### src/rtl/rv32_mc_ctrl.sv
// Multicycle RV32I control FSM: decodes IR and sequences fetch/decode/execute/memory/writeback.
// Stalls in FETCH/MEMRD/MEMWR until mem_ready; R/I/jal 4 cycles, beq/bne 3, sw 4, lw 5.
module rv32_mc_ctrl #(
  parameter bit RESET_TRAP = 1'b0
) (
  input  logic        clk,
  input  logic        rst,
  input  logic [31:0] instr,
  input  logic        zero,
  input  logic        mem_ready,
  output logic        mem_req,
  output logic        mem_we,
  output logic        adr_src,
  output logic        ir_write,
  output logic        pc_write,
  output logic        reg_write,
  output logic [1:0]  alu_src_a,
  output logic [1:0]  alu_src_b,
  output logic [2:0]  alu_control,
  output logic [1:0]  result_src,
  output logic [1:0]  imm_src,
  output logic        trap,
  output logic [3:0]  state_dbg
);

  typedef enum logic [3:0] {
    S_FETCH  = 4'd0,
    S_DECODE = 4'd1,
    S_MEMADR = 4'd2,
    S_MEMRD  = 4'd3,
    S_MEMWB  = 4'd4,
    S_MEMWR  = 4'd5,
    S_EXECR  = 4'd6,
    S_EXECI  = 4'd7,
    S_ALUWB  = 4'd8,
    S_BRANCH = 4'd9,
    S_JAL    = 4'd10,
    S_TRAP   = 4'd11
  } state_t;

  localparam logic [6:0] OP_LOAD   = 7'b0000011;
  localparam logic [6:0] OP_STORE  = 7'b0100011;
  localparam logic [6:0] OP_R      = 7'b0110011;
  localparam logic [6:0] OP_I      = 7'b0010011;
  localparam logic [6:0] OP_BRANCH = 7'b1100011;
  localparam logic [6:0] OP_JAL    = 7'b1101111;

  localparam logic [2:0] ALU_ADD = 3'b000;
  localparam logic [2:0] ALU_SUB = 3'b001;
  localparam logic [2:0] ALU_AND = 3'b010;
  localparam logic [2:0] ALU_OR  = 3'b011;
  localparam logic [2:0] ALU_XOR = 3'b100;
  localparam logic [2:0] ALU_SLT = 3'b101;
  localparam logic [2:0] ALU_SLL = 3'b110;
  localparam logic [2:0] ALU_SRL = 3'b111;

  state_t      state, next_state;
  logic [6:0]  opcode;
  logic [2:0]  funct3;
  logic        funct7_5;
  logic [2:0]  exec_ctl;
  logic        exec_ok;
  logic        branch_ok;
  logic        mem_req_c, mem_we_c, ir_write_c, pc_write_c, reg_write_c;
  logic        unused_instr_bits;

  assign opcode            = instr[6:0];
  assign funct3            = instr[14:12];
  assign funct7_5          = instr[30];
  assign unused_instr_bits = ^{instr[31], instr[29:15], instr[11:7]};
  assign branch_ok         = (funct3[2:1] == 2'b00);

  always_comb begin
    exec_ctl = ALU_ADD;
    exec_ok  = 1'b1;
    case (funct3)
      3'b000: exec_ctl = (opcode == OP_R && funct7_5) ? ALU_SUB : ALU_ADD;
      3'b111: exec_ctl = ALU_AND;
      3'b110: exec_ctl = ALU_OR;
      3'b100: exec_ctl = ALU_XOR;
      3'b010: exec_ctl = ALU_SLT;
      3'b001: exec_ctl = ALU_SLL;
      3'b101: begin
        exec_ctl = ALU_SRL;
        exec_ok  = ~funct7_5;  // arithmetic shifts are not supported by this ALU
      end
      default: exec_ok = 1'b0;
    endcase
  end

  always_comb begin
    next_state = S_FETCH;
    case (state)
      S_FETCH:  next_state = mem_ready ? S_DECODE : S_FETCH;
      S_DECODE: begin
        case (opcode)
          OP_LOAD, OP_STORE: next_state = S_MEMADR;
          OP_R:              next_state = S_EXECR;
          OP_I:              next_state = S_EXECI;
          OP_BRANCH:         next_state = S_BRANCH;
          OP_JAL:            next_state = S_JAL;
          default:           next_state = S_TRAP;
        endcase
      end
      S_MEMADR: next_state = (opcode == OP_LOAD) ? S_MEMRD : S_MEMWR;
      S_MEMRD:  next_state = mem_ready ? S_MEMWB : S_MEMRD;
      S_MEMWB:  next_state = S_FETCH;
      S_MEMWR:  next_state = mem_ready ? S_FETCH : S_MEMWR;
      S_EXECR,
      S_EXECI:  next_state = exec_ok ? S_ALUWB : S_TRAP;
      S_ALUWB:  next_state = S_FETCH;
      S_BRANCH: next_state = branch_ok ? S_FETCH : S_TRAP;
      S_JAL:    next_state = S_ALUWB;
      S_TRAP:   next_state = RESET_TRAP ? S_TRAP : S_FETCH;
      default:  next_state = S_FETCH;
    endcase
  end

  always_ff @(posedge clk) begin
    if (rst) begin
      state <= S_FETCH;
      trap  <= 1'b0;
    end else begin
      state <= next_state;
      if (RESET_TRAP && next_state == S_TRAP)
        trap <= 1'b1;
    end
  end

  always_comb begin
    mem_req_c   = 1'b0;
    mem_we_c    = 1'b0;
    adr_src     = 1'b0;
    ir_write_c  = 1'b0;
    pc_write_c  = 1'b0;
    reg_write_c = 1'b0;
    alu_src_a   = 2'b00;
    alu_src_b   = 2'b00;
    alu_control = ALU_ADD;
    result_src  = 2'b00;
    case (state)
      S_FETCH: begin
        mem_req_c  = 1'b1;
        alu_src_b  = 2'b10;
        result_src = 2'b10;
        ir_write_c = mem_ready;
        pc_write_c = mem_ready;
      end
      S_DECODE: begin
        alu_src_a = 2'b01;
        alu_src_b = 2'b01;
      end
      S_MEMADR: begin
        alu_src_a = 2'b10;
        alu_src_b = 2'b01;
      end
      S_MEMRD: begin
        mem_req_c = 1'b1;
        adr_src   = 1'b1;
      end
      S_MEMWB: begin
        result_src  = 2'b01;
        reg_write_c = 1'b1;
      end
      S_MEMWR: begin
        mem_req_c = 1'b1;
        mem_we_c  = 1'b1;
        adr_src   = 1'b1;
      end
      S_EXECR: begin
        alu_src_a   = 2'b10;
        alu_control = exec_ctl;
      end
      S_EXECI: begin
        alu_src_a   = 2'b10;
        alu_src_b   = 2'b01;
        alu_control = exec_ctl;
      end
      S_ALUWB:  reg_write_c = 1'b1;
      S_BRANCH: begin
        alu_src_a   = 2'b10;
        alu_control = ALU_SUB;
        pc_write_c  = branch_ok & (zero ^ funct3[0]);
      end
      S_JAL: begin
        alu_src_a  = 2'b01;
        alu_src_b  = 2'b10;
        pc_write_c = 1'b1;
      end
      default: ;
    endcase
  end

  // Reset abandons any in-flight access: nothing is requested or written that cycle.
  assign mem_req   = mem_req_c   & ~rst;
  assign mem_we    = mem_we_c    & ~rst;
  assign ir_write  = ir_write_c  & ~rst;
  assign pc_write  = pc_write_c  & ~rst;
  assign reg_write = reg_write_c & ~rst;

  always_comb begin
    case (opcode)
      OP_STORE:  imm_src = 2'b01;
      OP_BRANCH: imm_src = 2'b10;
      OP_JAL:    imm_src = 2'b11;
      default:   imm_src = 2'b00;
    endcase
  end

  assign state_dbg = state;

endmodule

### config.mk
export PLATFORM = sky130hd
export DESIGN_NAME = rv32_mc_ctrl
export DESIGN_NICKNAME = d
export VERILOG_FILES = /design/src/rtl/rv32_mc_ctrl.sv
export SDC_FILE = /design/constraint.sdc
export NUM_CORES = 1
export LEC_CHECK = 0
export CAP_MARGIN = 20
export CORE_MARGIN = 5
export CORE_UTILIZATION = 30
export CTS_CLUSTER_SIZE = 25
export DETAILED_ROUTE_END_ITERATION = 7
export PLACE_DENSITY = 0.86
export SYNTH_ARGS = -nofsm -noshare
export SYNTH_HDL_FRONTEND = slang
export SYNTH_SLANG_ARGS = --single-unit
### constraint.sdc
create_clock -name clk -period 2.3 [get_ports clk]
set_input_delay 0.46 -clock clk [delete_from_list [all_inputs] [get_ports clk]]
set_output_delay 0.46 -clock clk [all_outputs]
set_load 0.02 [all_outputs]
==> impl_metrics.py, run 1 <==
metrics = {
    "setup_path": {
        "required_ns": 1.84,
        "cp.depth": 6,
        "critPathTopFamily": "simple AND/OR/NAND/NOR gates",
        "crit_buf_inv": 2,
        "cp_slowest_cell": "or3_4",
        "end_kind": "primary output",
        "startpoint_type": "primary input",
        "cp_max_fo": 4,
        "worst-endpoint-arrival_ns": 1.77,
        "reg2reg_depth": 4,
        "critical-path-max-stage-delay_ns": 0.40,
        "r2r_start": "state_dbg[2]$_SDFF_PP0_",
        "r2r_end": "state_dbg[0]$_SDFF_PP0_",
        "r2r_slack_ns": 0.65,
        "cp_cell_sequence": "dlymetal6s2s_1, or3_4, or2_4, o21a_1, o21ai_2, buf_6",
        "path_class": "in2out",
    },
    "global_routing": {
        "grt.overflow.total": 0,
        "track_usage_pct": 15.3,
        "grt_max_degree": 18,
        "grt_antenna_before_repair": 0,
        "grt_pass1_wl_mm": 4.26,
        "grt_pass1_vias": 994,
    },
    "die": {
        "io_pins": 58,
        "coreArea_um2": 2250,
        "num_rows": 17,
        "dieArea_um2": 3480,
        "die_w_um": 59.0,
        "die_h_um": 59.0,
        "initial_core_util_pct": 31.9,
    },
    "logic_synthesis": {
        "yosysSeqAreaShare_pct": 11.1,
        "synthAdderAreaFrac_pct": 0,
        "synth-seq-cells": 4,
        "synthXorXnorAreaFrac_pct": 6.09,
        "synth-edff-count": 0,
        "synthMuxAreaShare_pct": 1.57,
        "synth_ff_type": "dfxtp_1",
        "ys_async_sr_fraction_pct": 0,
        "synth_top_family_by_area": "simple AND/OR/NAND/NOR gates",
        "synth_compound_gate_area_share_pct": 28.2,
        "netlist_area_um2": 719,
        "netlist_instances": 109,
        "yosys_warnings": 0,
        "yosys.area_share.simple_pct": 44.3,
        "avgSynthCellArea_um2": 6.60,
        "syn-num-nets": 145,
        "synth_cell_types": 43,
    },
    "detailed_routing": {
        "postRouteAntennaNets": 0,
        "routed-via-count": 1025,
        "viasPerCell": 5.37,
        "drt_iter0_drc": 35,
        "routed_wl_mm": 2.62,
        "routedWlPerCell_um": 13.7,
        "firstDrtPassIters": 4,
        "drc": 0,
    },
    "job": {
        "cap_violations": 0,
    },
    "timing": {
        "hold_slack_ns": 0.744,
        "tns_ns": 0,
        "hold_viol": 0,
        "fmax_mhz": 448,
        "clock_skew_ns": 0.000339,
        "slew_viol_final": 0,
        "setup_viol": 0,
        "period_minus_slack_ns": 2.23,
        "post-route-period-util_pct": 97.0,
        "worst_slack_ns": 0.0696,
    },
    "cts": {
        "insertion_delay_ns": 0.24,
        "cts.sinks": 4,
        "cts_made_buffers": 3,
        "post_cts_buffers": 0,
        "clkTransAtPathRegs_ns": 0.04,
        "clock_path_buffers": 2,
        "cts_root_buffer": "clkbuf_4",
        "cts_tree": "done",
        "htree_levels": 1,
        "cts_hold_buf": 0,
    },
    "hold_path": {
        "holdCritStartpoint": "state_dbg[2]$_SDFF_PP0_",
        "min_to": "state_dbg[3]$_SDFF_PP0_",
        "hold_path_depth": 2,
        "hp-class": "reg2reg",
    },
    "layout": {
        "fin_cells": 191,
        "diodes": 0,
        "final_common_cell": "buf_4",
        "nets": 201,
        "regArea_um2": 80.1,
        "multi_input_area_um2": 591,
        "final_cell_mix": "buf_4 (25), clkdlybuf4s50_1 (19), nor2_1 (15)",
        "layout-drive-gt1-share_pct": 26.4,
        "largest_register_ffs": 4,
        "syn_to_final_growth_pct": 76.9,
        "nFillCells": 222,
    },
    "placement": {
        "dp_hpwl_mm": 2.04,
        "gp_congestion": 0.900,
        "place_inst": 188,
        "place_ws_ns": -0.706,
        "portBuffers": 35,
    },
    "power": {
        "p_leak_nw": 0.615,
        "p_per_area_nw_per_um2": 947,
        "ir_worst_vdd_mv": 0.491,
    },
    "outcome": {
        "status": "completed",
    },
}
[worst max-delay path by stage]
| stage | start | to |
|---|---|---|
| 6_report | instr[3] | alu_control[0] |
| 2_1_floorplan | state_dbg[2]$_SDFF_PP0_ | ir_write |
| 5_1_grt | instr[12] | alu_control[0] |
| 3_3_place_gp | instr[3] | alu_control[0] |
| 4_1_cts | instr[3] | alu_control[0] |
| 3_5_place_dp | instr[3] | alu_control[0] |
[cells in the mapped netlist (2+ instances only)]
master | count | area [um^2]
nand2b_1 | 4 | 25.0
a211oi_1 | 2 | 15.0
dfxtp_1 | 4 | 80.1
nor2b_1 | 3 | 18.8
clkbuf_1 | 2 | 7.51
o21ai_0 | 8 | 40.0
buf_4 | 2 | 15.0
xnor2_1 | 4 | 35.0
nand3b_1 | 2 | 15.0
nor3_1 | 8 | 40.0
a21oi_1 | 7 | 35.0
buf_2 | 5 | 25.0
and3b_1 | 3 | 26.3
nand2_1 | 6 | 22.5
inv_1 | 3 | 11.3
a31oi_1 | 4 | 25.0
nor2_1 | 16 | 60.1
[tightest hold or removal path, cell delays in order, from the launching register on]
cell	delay [ns]
dfxtp_1	0.38
buf_4	0.22
a211oi_1	0.09
[per-stage QoR]
stage	cell area, um^2	utilization (%)	power, mW
after floorplan	719	-	0.718
after global placement	1240	55.2	1.12
after detailed placement	1240	55.2	1.14
after CTS	1250	55.7	1.21
after global routing	1270	56.4	1.29
final	1270	56.4	1.20
[kinds of logic (layout without fill, tap and decap cells)]
logic type,count (synthesis),count (layout)
AOI/OAI and AO/OA,30,30
muxes,1,1
other,1,1
buffers and inverters,12,66
and+or+nand+nor,56,56
xor gates and xnor gates,5,5
DFF,4,4
[cell type report]
cell class	count	share of cell area, %
Tap cell	28	2.75
Clock buffer	3	1.77
Sequential cell	4	6.29
Timing Repair Buffer	60	41.9
Inverter	3	0.885
Multi-Input combinational cell	93	46.4
[metal layers]
| metal | wire, um | vias to the layer above | global-route usage (%) |
|---|---|---|---|
| met5 | 0 | - | 0 |
| met4 | 21 | 0 | 7.12 |
| met3 | 159 | 4 | 1.09 |
| met2 | 1310 | 42 | 26.5 |
| met1 | 1130 | 477 | 19.0 |
| li1 | - | 502 | - |
[power by group]
part	switching (mW)	internal [mW]	total (mW)
combinational	0.524	0.469	0.993
sequential	0.0261	0.0946	0.121
clock	0.0324	0.0586	0.0910
[repair_timing]
item,in CTS,in global routing
gates cloned,0,0
gates resized for setup,23,11
pin swaps,0,2
hold endpoints to repair,0,0
setup endpoints to repair,10,6
Note: power is estimated with default switching activity, not from simulation.
==> run 2, diff against run 1 <==
CORE_UTILIZATION = 35   (was 30)
GPL_TIMING_DRIVEN = 0   (was unset)
PLACE_DENSITY = 0.95   (was 0.86)
clock period = 2.9 ns   (was 2.3 ns; I/O delays follow)
==> run 2 against run 1 <==
Against the previous run:
- worst setup slack improved by 0.093 ns
- worst hold slack improved by 0.036 ns
- combinational power fell by 23%
- non-clock buffer count fell by 16
- register-to-register slack improved by 0.71 ns
- highest routed layer unchanged
- sequential share of layout area rose by 0.80 points
- critical path type unchanged
- final area fell by 11%
- flip-flop and latch count did not move
==> impl_metrics.py, run 2 (synthesis results as in run 1) <==
metrics = {
    "global_routing": {
        "grtUsageMet1_pct": 18.2,
        "grt_pass1_wl_mm": 3.97,
        "grtUsageMet2_pct": 24.7,
        "grt_max_degree": 11,
        "grt_pass1_vias": 907,
        "grt_antenna_before_repair": 0,
        "grt.busiest_layer": "met2",
        "grtUsageMet3_pct": 4.43,
        "track_usage_pct": 15.2,
        "grt.overflow.total": 0,
    },
    "power": {
        "pwr-share-seq_pct": 10.3,
        "ir_worst_vdd_mv": 0.559,
        "pwr-share-comb_pct": 82.1,
        "clkPwrFrac_pct": 7.5,
        "p_sw_mw": 0.456,
        "internal_power_mw": 0.474,
        "p_leak_nw": 0.459,
        "p_per_area_nw_per_um2": 824,
        "swShare_pct": 49.0,
    },
    "layout": {
        "fin_cells": 174,
        "diodes": 0,
        "nets": 185,
        "syn_to_final_growth_pct": 56.9,
        "layout-drive-gt1-share_pct": 12.9,
        "final_common_cell": "clkdlybuf4s50_1",
        "largest_register_ffs": 4,
        "final_cell_mix": "clkdlybuf4s50_1 (29), nor2_1 (16), nor3_1 (8), o21ai_0 (8), a21oi_1 (7)",
    },
    "hold_path": {
        "hp-class": "reg2reg",
    },
    "outcome": {
        "status": "completed",
    },
    "cts": {
        "cts.sinks": 4,
        "clkTransAtPathRegs_ns": 0.04,
        "htree_levels": 1,
        "cts_tree": "done",
        "post_cts_buffers": 0,
        "cts_root_buffer": "clkbuf_4",
        "insertion_delay_ns": 0.24,
        "clock_path_buffers": 2,
        "cts_made_buffers": 3,
    },
    "placement": {
        "gp_congestion": 0.861,
        "dp_hpwl_mm": 1.82,
        "place_ws_ns": -0.452,
        "portBuffers": 35,
        "place_inst": 171,
    },
    "timing": {
        "slew_viol_final": 0,
        "fmax_mhz": 365,
        "hold_slack_ns": 0.780,
        "period_minus_slack_ns": 2.74,
        "tns_ns": 0,
        "setup_viol": 0,
        "post-route-period-util_pct": 94.4,
        "clock_skew_ns": 0.00320,
        "worst_slack_ns": 0.162,
        "rsz0062_at_grt": "no",
        "hold_viol": 0,
    },
    "setup_path": {
        "path_class": "in2out",
        "end_kind": "primary output",
        "required_ns": 2.32,
        "worst-endpoint-arrival_ns": 2.16,
        "startpoint_type": "primary input",
        "cp_max_fo": 4,
    },
    "die": {
        "initial_core_util_pct": 36.7,
        "io_pins": 58,
        "die_h_um": 55.3,
        "die_w_um": 55.3,
        "dieArea_um2": 3060,
        "num_rows": 16,
        "coreArea_um2": 1960,
    },
    "detailed_routing": {
        "routed_wl_mm": 2.36,
        "routedWlPerCell_um": 13.6,
        "drt_iter0_drc": 23,
        "drc": 0,
        "routed-via-count": 948,
        "postRouteAntennaNets": 0,
        "firstDrtPassIters": 4,
        "viasPerCell": 5.45,
    },
    "job": {
        "cap_violations": 0,
    },
}
[run 2: changes by cell type in the layout (fill, tap and decap cells not counted), moves of 2 or more]
cell             previous run  this run
dlymetal6s2s_1              6         3
clkbuf_1                    0         2
clkdlybuf4s50_1            19        29
buf_2                       2         5
buf_4                      25         3
dlygate4sd2_1               5         2
[run 2: worst paths after layout]
check / startpoint / endpoint / slack [ns] / depth (start not counted)
setup / recovery: instr[4] / imm_src[1] / 0.16 / 5
hold / removal: state_dbg[3]$_SDFF_PP0_ / state_dbg[1]$_SDFF_PP0_ / 0.78 / 4
setup reg to reg: state_dbg[0]$_SDFF_PP0_ / state_dbg[3]$_SDFF_PP0_ / 1.36 / 6
hold reg to reg: state_dbg[3]$_SDFF_PP0_ / state_dbg[1]$_SDFF_PP0_ / 0.78 / 4
[run 2: metrics by stage]
stage,util [%],area (um^2),total power [mW]
after floorplan,-,719,0.570
after global placement,56.3,1100,0.842
after detailed placement,56.3,1100,0.860
after CTS,57.1,1120,0.930
after global routing,57.5,1130,0.991
final,57.5,1130,0.930
[run 2: layer usage]
layer	wire, um	vias up	part of all wire [%]
li1	-	471	-
met1	1040	426	44
met2	1120	45	48
met3	170	6	7.2
met4	33	0	1.4
met5	0	-	0
[run 2: power groups by stage]
| stage | Clock (mW) | Sequential, mW | Combinational, mW |
|---|---|---|---|
| detailed placement | 0 | 0.0969 | 0.763 |
| floorplan | 0 | 0.115 | 0.454 |
| global placement | 0 | 0.0932 | 0.749 |
| global route | 0.0728 | 0.0996 | 0.818 |
| finish | 0.0702 | 0.0960 | 0.764 |
| CTS | 0.0702 | 0.0962 | 0.763 |
[run 2: area by class of cell]
type                       instances  area [um^2]
tap                               27         33.8
clock buffer                       3         22.5
inverter                           3         11.3
timing repair buffer              35          353
multi-input combinational         93          581
buffer                             9         47.5
sequential                         4         80.1
fill                             195          833
[run 2: repair_timing]
action | in CTS | in global routing
endpoints found under the setup margin | 3 | 1
pin swaps | 0 | 0
hold buffers | 0 | 0
gates resized for setup | 7 | 3
[run 2: worst max-delay path, stage by stage]
cell and delay (ns):
clkdlybuf4s50_1 0.48, and3b_1 0.30, nand2_1 0.09, nor2_1 0.11, clkdlybuf4s50_1 0.60
==> run 3, diff against run 2 <==
CORE_UTILIZATION = 29   (was 35)
PLACE_DENSITY = 0.86   (was 0.95)
clock period = 2.4 ns   (was 2.9 ns; I/O delays follow)
==> run 3 against run 2 <==
Against the previous run:
- combinational power up 15%
- clock power grew 19%
- flip-flop and latch count is the same
- power increased by 18%
- non-clock buffer count rose by 1
- cell count up 2.3%
- sequential power up 38%
- count of clock-buffer cells in the layout unchanged
- sequential share of layout area hardly changed
- register-to-register slack got worse by 0.46 ns
- highest routed layer unchanged
==> impl_metrics.py, run 3 (synthesis results as in run 1) <==
metrics = {
    "outcome": {
        "status": "completed",
    },
    "placement": {
        "portBuffers": 35,
        "placed_area_um2": 1110,
        "gp_congestion": 0.802,
        "place_ws_ns": -0.732,
        "dp_hpwl_mm": 1.72,
    },
    "timing": {
        "hold_viol": 0,
        "rsz0062_at_grt": "yes",
        "period_minus_slack_ns": 2.34,
        "fmax_mhz": 428,
        "clock_skew_ns": 0.00242,
        "worst_slack_ns": 0.0640,
        "setup_viol": 0,
        "post-route-period-util_pct": 97.3,
        "tns_ns": 0,
        "hold_slack_ns": 0.710,
        "slew_viol_final": 0,
    },
    "die": {
        "coreArea_um2": 2430,
        "dieArea_um2": 3580,
        "initial_core_util_pct": 29.6,
        "die_w_um": 59.8,
        "num_rows": 18,
        "die_h_um": 59.8,
        "io_pins": 58,
    },
    "layout": {
        "layout-drive-gt1-share_pct": 18.9,
        "diodes": 0,
        "design_area_um2": 1160,
        "syn_to_final_growth_pct": 61.4,
        "nets": 186,
        "final_common_cell": "nor2_1",
        "final_cell_mix": "nor2_1 (16), clkdlybuf4s50_1 (15), dlygate4sd2_1 (13)",
        "largest_register_ffs": 4,
    },
    "setup_path": {
        "reg2reg_depth": 5,
        "required_ns": 1.92,
        "r2r_end": "state_dbg[1]$_SDFF_PP0_",
        "critPathTopFamily": "simple AND/OR/NAND/NOR gates",
        "r2r_start": "state_dbg[0]$_SDFF_PP0_",
        "crit_buf_inv": 2,
        "worst-endpoint-arrival_ns": 1.86,
        "critical-path-max-stage-delay_ns": 0.41,
        "path_class": "in2out",
        "startpoint_type": "primary input",
        "cp_cell_sequence": "dlygate4sd2_1, or3_4, or2_4, o21a_1, o21ai_2, buf_6",
        "cp_slowest_cell": "or3_4",
        "r2r_slack_ns": 0.90,
        "end_kind": "primary output",
        "cp_max_fo": 4,
    },
    "hold_path": {
        "hold_path_depth": 2,
        "holdCritStartpoint": "state_dbg[3]$_SDFF_PP0_",
        "min_to": "state_dbg[2]$_SDFF_PP0_",
        "hp-class": "reg2reg",
    },
    "cts": {
        "cts_root_buffer": "clkbuf_4",
        "clock_path_buffers": 2,
        "htree_levels": 1,
        "cts_tree": "done",
        "cts_made_buffers": 3,
        "cts.sinks": 4,
        "clkTransAtPathRegs_ns": 0.04,
        "insertion_delay_ns": 0.24,
    },
    "detailed_routing": {
        "viasPerCell": 5.38,
        "drt_iter0_drc": 14,
        "routedWlPerCell_um": 12.9,
        "drc": 0,
        "firstDrtPassIters": 4,
        "routed-via-count": 958,
        "routed_wl_mm": 2.30,
        "postRouteAntennaNets": 0,
    },
    "global_routing": {
        "grt_pass1_wl_mm": 3.73,
        "track_usage_pct": 13.3,
        "grt_antenna_before_repair": 0,
        "grt_pass1_vias": 902,
        "grt_max_degree": 14,
        "grt.overflow.total": 0,
    },
    "job": {
        "cap_violations": 0,
    },
    "power": {
        "p_leak_nw": 0.549,
        "p_per_area_nw_per_um2": 945,
        "ir_worst_vdd_mv": 0.593,
    },
}
-- run 3: final cells by class --
class | count | area (um^2)
fill | 261 | 1270
multi-input combinational | 93 | 596
timing repair buffer | 38 | 372
sequential | 4 | 82.6
buffer | 7 | 40.0
tap | 30 | 37.5
clock buffer | 3 | 22.5
inverter | 3 | 11.3
-- run 3: worst min-delay path, stage by stage (launching register included) --
cell and delay, ns:
dfxtp_2 0.43, or3b_2 0.16, a31oi_1 0.06
-- run 3: worst max-delay path by stage --
stage                             from  cells past startpoint             end
6_report                      instr[6]                      6  alu_control[0]
5_1_grt        state_dbg[3]$_SDFF_PP0_                      6    alu_src_a[0]
4_1_cts                       instr[3]                      7  alu_control[0]
3_5_place_dp                  instr[3]                      7  alu_control[0]
3_3_place_gp                  instr[3]                      7  alu_control[0]
2_1_floorplan  state_dbg[2]$_SDFF_PP0_                      4        ir_write
-- run 3: what timing repair did --
| item | 4_1_cts | 5_1_grt |
|---|---|---|
| setup endpoints to repair | 17 | 6 |
| setup buffers | 0 | 3 |
| hold buffers | 0 | 0 |
| gates resized for setup | 27 | 8 |
| pin swaps | 0 | 4 |
-- run 3: power breakdown --
part	switching [mW]	leakage (nW)	total [mW]	internal, mW
Sequential	0.0384	0.0336	0.132	0.0933
Clock	0.0276	0.0138	0.0835	0.0559
Combinational	0.477	0.501	0.882	0.405
-- run 3: stage by stage --
stage	util, %	total power [mW]	std cells
after floorplan	-	0.688	109
after global placement	45.5	1.02	174
after detailed placement	45.5	1.03	174
after CTS	46.2	1.10	176
after global routing	47.7	1.19	178
final	47.7	1.10	178
-- run 3: routing by layer --
| layer | vias to the layer above | GRT usage (%) | share of wire, % | wire length, um |
|---|---|---|---|---|
| met5 | - | 0 | 0 | 0 |
| met4 | 0 | 4.75 | 0.91 | 21 |
| met3 | 3 | 2.59 | 3.5 | 80 |
| met2 | 17 | 24.4 | 52 | 1190 |
| met1 | 456 | 14.9 | 44 | 1010 |
| li1 | 482 | - | - | - |
